===== src/rtl/rf_bank_req_queue.sv =====
// Per-bank read-request FIFOs feeding the 4-bank physical register file.
// Each bank issues at most one read per cycle, yields to CDB writes, and returns tags aligned with read data.
module rf_bank_req_queue #(
  parameter int DEPTH = 4
) (
  input  logic        clk,
  input  logic        rst,
  input  logic        Valid_RAU_RFQ,
  input  logic        Src1_Valid,
  input  logic        Src2_Valid,
  input  logic [1:0]  Src1_Phy_Bank_ID,
  input  logic [1:0]  Src2_Phy_Bank_ID,
  input  logic [2:0]  Src1_Phy_Row_ID,
  input  logic [2:0]  Src2_Phy_Row_ID,
  input  logic [2:0]  Src1_OCID,
  input  logic [2:0]  Src2_OCID,
  input  logic        ReqFIFO_2op_EN,
  input  logic        ReqFIFO_Same,
  input  logic        WriteValid,
  input  logic [1:0]  WriteBank,
  input  logic [2:0]  WriteRow,
  output logic        Stall_RFQ_RAU,
  output logic [3:0]  Read_EN,
  output logic [11:0] Read_Row,
  output logic [3:0]  RdTag_Valid,
  output logic [11:0] RdTag_OCID,
  output logic [3:0]  RdTag_Dup
);

  localparam int PW = $clog2(DEPTH);
  localparam int CW = PW + 1;

  // entry layout: {row[2:0], ocid[2:0], dup}
  logic [6:0]    r_mem [4][DEPTH];
  logic [PW-1:0] r_wp [4];
  logic [PW-1:0] r_rp [4];
  logic [CW-1:0] r_cnt [4];
  logic [2:0]    r_pop_oc [4];
  logic [3:0]    r_pop_dup;

  logic [1:0]    w_n [4];
  logic [6:0]    w_d0 [4];
  logic [6:0]    w_d1 [4];
  logic [PW-1:0] w_wp1 [4];
  logic [3:0]    w_pop;
  logic          w_stall;
  logic          w_accept;
  logic [6:0]    w_e1;
  logic [6:0]    w_e2;
  logic          w_unused_write_row;

  // WriteRow only identifies the written row; arbitration is per bank
  assign w_unused_write_row = ^WriteRow;

  always_comb begin
    w_stall = 1'b0;
    for (int b = 0; b < 4; b++) begin
      if (r_cnt[b] >= CW'(DEPTH - 1)) w_stall = 1'b1;
    end
  end

  assign Stall_RFQ_RAU = w_stall;
  assign w_accept      = Valid_RAU_RFQ & ~w_stall;
  assign w_e1          = {Src1_Phy_Row_ID, Src1_OCID, 1'b0};
  assign w_e2          = {Src2_Phy_Row_ID, Src2_OCID, 1'b0};

  always_comb begin
    for (int b = 0; b < 4; b++) begin
      w_n[b]   = 2'd0;
      w_d0[b]  = 7'd0;
      w_d1[b]  = 7'd0;
      w_wp1[b] = r_wp[b] + PW'(1);
      w_pop[b] = (r_cnt[b] != '0) && !(WriteValid && (WriteBank == 2'(b)));
      if (w_accept) begin
        if (Src1_Valid && Src2_Valid && ReqFIFO_Same) begin
          if (Src1_Phy_Bank_ID == 2'(b)) begin
            w_n[b]  = 2'd1;
            w_d0[b] = {Src1_Phy_Row_ID, Src1_OCID, 1'b1};
          end
        end else if (ReqFIFO_2op_EN) begin
          if (Src1_Phy_Bank_ID == 2'(b)) begin
            w_n[b]  = 2'd2;
            w_d0[b] = w_e1;
            w_d1[b] = w_e2;
          end
        end else begin
          if (Src1_Valid && (Src1_Phy_Bank_ID == 2'(b))) begin
            w_n[b]  = 2'd1;
            w_d0[b] = w_e1;
          end
          if (Src2_Valid && (Src2_Phy_Bank_ID == 2'(b))) begin
            if (w_n[b] == 2'd1) begin
              w_n[b]  = 2'd2;
              w_d1[b] = w_e2;
            end else begin
              w_n[b]  = 2'd1;
              w_d0[b] = w_e2;
            end
          end
        end
      end
    end
  end

  always_ff @(posedge clk) begin
    if (!rst) begin
      for (int b = 0; b < 4; b++) begin
        r_wp[b]     <= '0;
        r_rp[b]     <= '0;
        r_cnt[b]    <= '0;
        r_pop_oc[b] <= 3'd0;
      end
      r_pop_dup   <= 4'd0;
      Read_EN     <= 4'd0;
      Read_Row    <= 12'd0;
      RdTag_Valid <= 4'd0;
      RdTag_OCID  <= 12'd0;
      RdTag_Dup   <= 4'd0;
    end else begin
      for (int b = 0; b < 4; b++) begin
        if (w_n[b] != 2'd0) r_mem[b][r_wp[b]] <= w_d0[b];
        if (w_n[b] == 2'd2) r_mem[b][w_wp1[b]] <= w_d1[b];
        r_wp[b]  <= r_wp[b] + PW'(w_n[b]);
        r_cnt[b] <= r_cnt[b] + CW'(w_n[b]) - CW'(w_pop[b]);
        Read_EN[b] <= w_pop[b];
        if (w_pop[b]) begin
          r_rp[b]             <= r_rp[b] + PW'(1);
          Read_Row[3*b +: 3]  <= r_mem[b][r_rp[b]][6:4];
          r_pop_oc[b]         <= r_mem[b][r_rp[b]][3:1];
          r_pop_dup[b]        <= r_mem[b][r_rp[b]][0];
        end
        // tag stage trails Read_EN by one cycle to line up with bank data
        RdTag_Valid[b] <= Read_EN[b];
        if (Read_EN[b]) begin
          RdTag_OCID[3*b +: 3] <= r_pop_oc[b];
          RdTag_Dup[b]         <= r_pop_dup[b];
        end
      end
    end
  end

endmodule

===== config.mk =====
export PLATFORM = sky130hd
export DESIGN_NAME = rf_bank_req_queue
export DESIGN_NICKNAME = d
export VERILOG_FILES = /design/src/rtl/rf_bank_req_queue.sv
export SDC_FILE = /design/constraint.sdc
export NUM_CORES = 1
export LEC_CHECK = 0
export ABC_AREA = 1
export CORE_UTILIZATION = 64
export DETAILED_ROUTE_END_ITERATION = 12
export GPL_ROUTABILITY_DRIVEN = 0
export PLACE_DENSITY = 0.91
export SYNTH_ARGS = -nofsm -noshare
export SYNTH_HDL_FRONTEND = slang
export SYNTH_SLANG_ARGS = --single-unit

===== constraint.sdc =====
create_clock -name clk -period 8.7 [get_ports clk]
set_input_delay 1.74 -clock clk [delete_from_list [all_inputs] [get_ports clk]]
set_output_delay 1.74 -clock clk [all_outputs]
set_load 0.02 [all_outputs]

== Word level (Yosys, flattened, before mapping) ==
Memory sizes are Yosys's and may differ from the RTL's. A register that Yosys moved wholly into a read port is not among the register bits.
Cells that the tools add are included.

* Reduce and logical (&&, ||, !) cells: 45
* Add/sub/neg operators: 20
* Muxes and demuxes: 298
* Bitwise operators: 142
* Equality and inequality tests: 17
* Magnitude comparators: 24

{| class="wikitable"
|+ Operators by type and width
! cell !! number
|-
| 7-bit two-way mux || 72
|-
| 28-bit two-way mux || 8
|-
| 1-bit two-way mux || 154
|-
| 1-bit bitwise OR || 128
|-
| 7-bit demux with 2-bit select || 8
|-
| 2-bit two-way mux || 44
|-
| 7-bit binary-select mux with 2-bit select || 4
|-
| 3-bit >= comparator (second input constant) || 12
|-
| 2-bit NOT with 3-bit output || 12
|-
| 1-bit logical AND || 26
|-
| 3-bit by 1-bit < comparator with 1-bit output (second input constant) || 8
|-
| 3-bit two-way mux || 8
|-
| 2-bit equality test (second input constant) || 10
|-
| 2-bit by 1-bit adder with 2-bit output (second input constant) || 8
|-
| 2-bit by 1-bit equality test with 1-bit output (second input constant) || 7
|-
| 3-bit by 2-bit adder with 3-bit output || 4
|-
| 3-bit by 2-bit >= comparator with 1-bit output (second input constant) || 4
|-
| 3-bit nonzero test || 4
|-
| 3-bit by 1-bit subtractor with 3-bit output || 4
|-
| 2-bit adder || 4
|-
| 1-bit logical NOT || 8
|-
| 2-bit nonzero test || 4
|-
| 2-bit logical NOT || 3
|-
| 1-bit AND || 1
|-
| 1-bit NOT || 1
|}

* Register bits after elaboration: 28
* Logic and storage cells: 565
* Memories: 5
* Output and inout bits: 37
* Bits in writable memories: 152

{| class="wikitable"
|+ Memories
! name !! depth !! bits a word !! rd ports !! clocked after Yosys merged registers in !! wr ports !! RTL line !! text
|-
| r_mem || 4 || 28 || 4 || 0 || 4 || 34 || <nowiki>logic [6:0] r_mem [4][DEPTH];</nowiki>
|-
| r_cnt || 4 || 3 || 4 || 0 || 4 || 37 || <nowiki>logic [CW-1:0] r_cnt [4];</nowiki>
|-
| r_pop_oc || 4 || 3 || 4 || 4 || 4 || 38 || <nowiki>logic [2:0] r_pop_oc [4];</nowiki>
|-
| r_rp || 4 || 2 || 4 || 0 || 4 || 36 || <nowiki>logic [PW-1:0] r_rp [4];</nowiki>
|-
| r_wp || 4 || 2 || 4 || 0 || 4 || 35 || <nowiki>logic [PW-1:0] r_wp [4];</nowiki>
|}

== Depth between registers and ports, before layout ==
An unclocked memory read counts as a cell.

* Depth after elaboration: 20
* Gate-level depth with buffers: 14
* Gate-level depth less buffers: 14

== Worst setup path after synthesis ==
OpenSTA, ideal clock, no wires.

* Path type: input to register
* From: input Src1_Phy_Bank_ID[1]
* To: memory r_cnt[0][2] in the netlist's numbering
* Arrival: 4.014 ns
* Required time: 8.629 ns
* Slack: 4.615 ns
* Library setup time: 0.071 ns
* Stages: 13
* Path through: nor2_1 -> inv_1 -> nor2_2 -> ha_1 -> or2_2 -> nand3_1 -> nor2_1 -> inv_1 -> ha_1 -> fa_1 -> xor2_1 -> or2_2 -> a21oi_1

{| class="wikitable"
|+ RTL lines
! what !! RTL line !! text
|-
| start: declaration || 11 || <nowiki>input logic [1:0] Src1_Phy_Bank_ID,</nowiki>
|-
| end: declaration || 37 ||
|}

==> metrics.csv <==
stage,metric,value,unit
outcome,status,completed,
route,drt-total-wl,26.2,mm
global_route,grt.met3_usage,7.69,%
route,wl_per_cell,16.6,um
floorplanning,core,15400,um2
floorplanning,die_h,129,um
pwr,powerDensity,267,nW/um2
synth,ys.flop_type,edfxtp_1,
floorplanning,io_pins,66,
cells_and_area,drive_above_1_share,3.58,%
cells_and_area,n_antenna_cell,0,
timing,fmax,195,MHz
synth,syn_nets,1370,
floorplanning,num_rows,45,
timing,period_share,59.1,%
hold_path,hold_end,RdTag_OCID[5],
timing,setup_tns,0,ps
global_route,grt_pass1_vias,8774,
synth,seq_area_frac_synth,50.0,%
floorplanning,initial_core_util,66.4,%
clocking,cts.sinks,192,
timing,grt_setup_unrepaired,no,
timing,finalSetupViolations,0,
global_route,grt_max_degree,73,
global_route,grtUsageMet1,40.8,%
synth,synth_cell_type_count,32,
worst_setup_path,r2r_start,r_cnt[0][2],
synth,syn_inst,1317,
route,vias,9498,
hold_path,min_from,r_pop_oc[1][2],
clocking,root_buffer,clkbuf_16,
worst_setup_path,reg2reg_setup_slack,4990,ps
route,vias_per_cell,6.01,
clocking,cts_setup_buffers,0,
cells_and_area,finish.utilization,75.1,%
pwr,power_leakage,4.96,nW
global_route,grt-ovfl-total,0,
clocking,cts_hold_buf,0,
clocking,clk_path_buf_depth,2,
synth,ys.warnings.count,0,
synth,synth_edf_count,128,
floorplanning,die_area,16500,um2
clocking,clk_pin_slew,70,ps
worst_setup_path,end_kind,flop,
timing,drv_slew,0,
route,dr.pass1.iters,9,
clocking,post_cts_resized,0,
route,first_iter_violations,1187,
worst_setup_path,start_kind,primary input,
timing,finalWorstPathRequiredPeriod,5140,ps
hold_path,hold_class,flop to flop,
worst_setup_path,worstPathMaxFanout,28,
synth,yosysTopAreaCell,edfxtp_1,
clocking,ctsHtreeMaxLevel,4,
floorplanning,die_x,129,um
timing,hold_viol,0,
timing,worst_pin_slew,978,ps
synth,ys_top_cells_by_area,"edfxtp_1 38%, nand2_1 13%, dfxtp_1 13%, o21ai_0 7.5%, nor2_1 6.3%",
global_route,grt_pass1_wl,41.9,mm
global_route,use_met2,54.3,%
synth,synth_area_per_cell,7.78,um2
place,port_buffers,62,
pwr,ir_worst_vdd,165,uV
worst_setup_path,criticalPathCategory,primary input to flop,
global_route,track_usage,33.3,%
global_route,busiest_layer,met2,
synth,synth-seq-cells,192,
place,dp_cells,1550,
cells_and_area,fin_cells,1581,
timing,relSlewSlack,34.7,%
synth,synth_area,10200,um2
hold_path,holdPathStages,2,
clocking,tritoncts,yes,
clocking,clk_latency,450,ps
worst_setup_path,r2r_cells,13,
clocking,numCtsBuffers,17,
job,maxCapViolations,0,
cells_and_area,layout.nets,1411,
route,drc_errors,0,
worst_setup_path,cp.required,8810,ps
synth,synth_top_cell_area_share,37.5,%
synth,ys_async_sr_fraction,0,%
cells_and_area,area_growth,13.1,%
place,hpwl,18.0,mm
route,ant_nets,0,
worst_setup_path,cp.arrival,5250,ps
global_route,antenna_found_initial,0,
timing,finClkSkew,7.70,ps
worst_setup_path,r2r-end,r_cnt[1][2],
-- metal layers --
metal | routed length, um | vias up
met3 | 2950 | 149
li1 | - | 4444
met4 | 1200 | 0
met1 | 9780 | 4218
met5 | 0 | -
met2 | 12200 | 687
-- critical path, cell delays in order --
cell	delay [ps]
clkdlybuf4s50_1	540
inv_1	60
nand2_1	90
inv_1	70
nand2_1	200
inv_1	170
ha_1	320
inv_1	70
o21ai_0	70
o21ai_0	140
nor3b_4	860
nand3_1	490
nand2_1	420
-- cell usage after synthesis, types with 4 or more instances --
cell / count
a21oi_1: 46
buf_1: 8
buf_2: 9
buf_4: 4
clkbuf_1: 23
clkinv_1: 4
dfxtp_1: 64
edfxtp_1: 128
fa_1: 4
ha_1: 20
inv_1: 136
nand2_1: 361
nand3_1: 99
nand4_1: 31
nor2_1: 172
nor2_2: 5
nor3_1: 6
o21ai_0: 153
o22ai_1: 16
or2_2: 4
xor2_1: 8
-- cell type report --
class | instances | area (um2)
flip-flops and latches | 192 | 5120
multi-input cells | 939 | 4400
fillers | 1114 | 3840
repair buffers | 66 | 646
inverters | 142 | 533
clock buffers | 19 | 433
well taps | 211 | 264
clock inverters | 12 | 193
-- report_power, final --
group / internal (W) / switching (W)
sequential: 0.00116 / 0.000143
clock: 0.000506 / 0.000331
combinational: 0.000339 / 0.000618
-- worst max path at each step --
stage	start	to	slack, ps	cells after the start
detailed placement	Src1_Phy_Bank_ID[1]	r_mem[1][14]	3270	13
global route	Src1_Phy_Bank_ID[1]	r_mem[1][16]	3320	13
global placement	Src1_Phy_Bank_ID[1]	r_mem[1][22]	3400	13
finish	Src1_Phy_Bank_ID[1]	r_mem[1][17]	3560	13
CTS	Src1_Phy_Bank_ID[1]	r_mem[1][24]	3730	13
floorplan	Src1_Phy_Bank_ID[1]	r_cnt[0][2]	4620	13
-- through the flow --
step | area, um2 | power, W | hold WS (ps) | worst slack (ps)
floorplan | 10200 | 0.00192 | 429 | 4620
global placement | 11000 | 0.00219 | 448 | 3400
detailed placement | 11000 | 0.00224 | 461 | 3270
CTS | 11600 | 0.00308 | 472 | 3730
global route | 11600 | 0.00327 | 498 | 3320
finish | 11600 | 0.00310 | 467 | 3560
-- flip-flops by register name (all words and copies together), names as in the netlist --
| register | flops |
|---|---|
| r_mem | 112 |
| RdTag_OCID | 12 |
| Read_Row | 12 |
| r_cnt | 12 |
| r_pop_oc | 12 |
| r_rp | 8 |
| r_wp | 8 |
| RdTag_Dup | 4 |
| RdTag_Valid | 4 |
| Read_EN | 4 |
| r_pop_dup | 4 |
-- cells in the final DEF, fill, tap and decap left out, types with 4 or more instances in the layout --
master,n
nand2_1,361
nor2_1,172
o21ai_0,153
inv_1,136
edfxtp_1,128
nand3_1,99
dfxtp_1,64
clkdlybuf4s50_1,61
a21oi_1,46
nand4_1,31
ha_1,20
clkbuf_16,17
o22ai_1,16
xor2_1,8
nor3_1,6
nor2_2,5
clkinv_1,5
bufinv_16,5
or2_2,4
fa_1,4
buf_4,4
-- cell families (layout without fill, tap and decap cells) --
| logic type | count (synthesis) | in the layout | share of synthesized area (%) |
|---|---|---|---|
| and+or+nand+nor | 684 | 684 | 27.7 |
| buffers and inverters | 186 | 239 | 7.07 |
| adders and majority gates | 24 | 24 | 3.22 |
| xor gates and xnor gates | 10 | 10 | 0.855 |
| AOI/OAI and AO/OA | 221 | 221 | 11.1 |
| DFF | 192 | 192 | 50.0 |
Power figures use the tool's default switching activity.
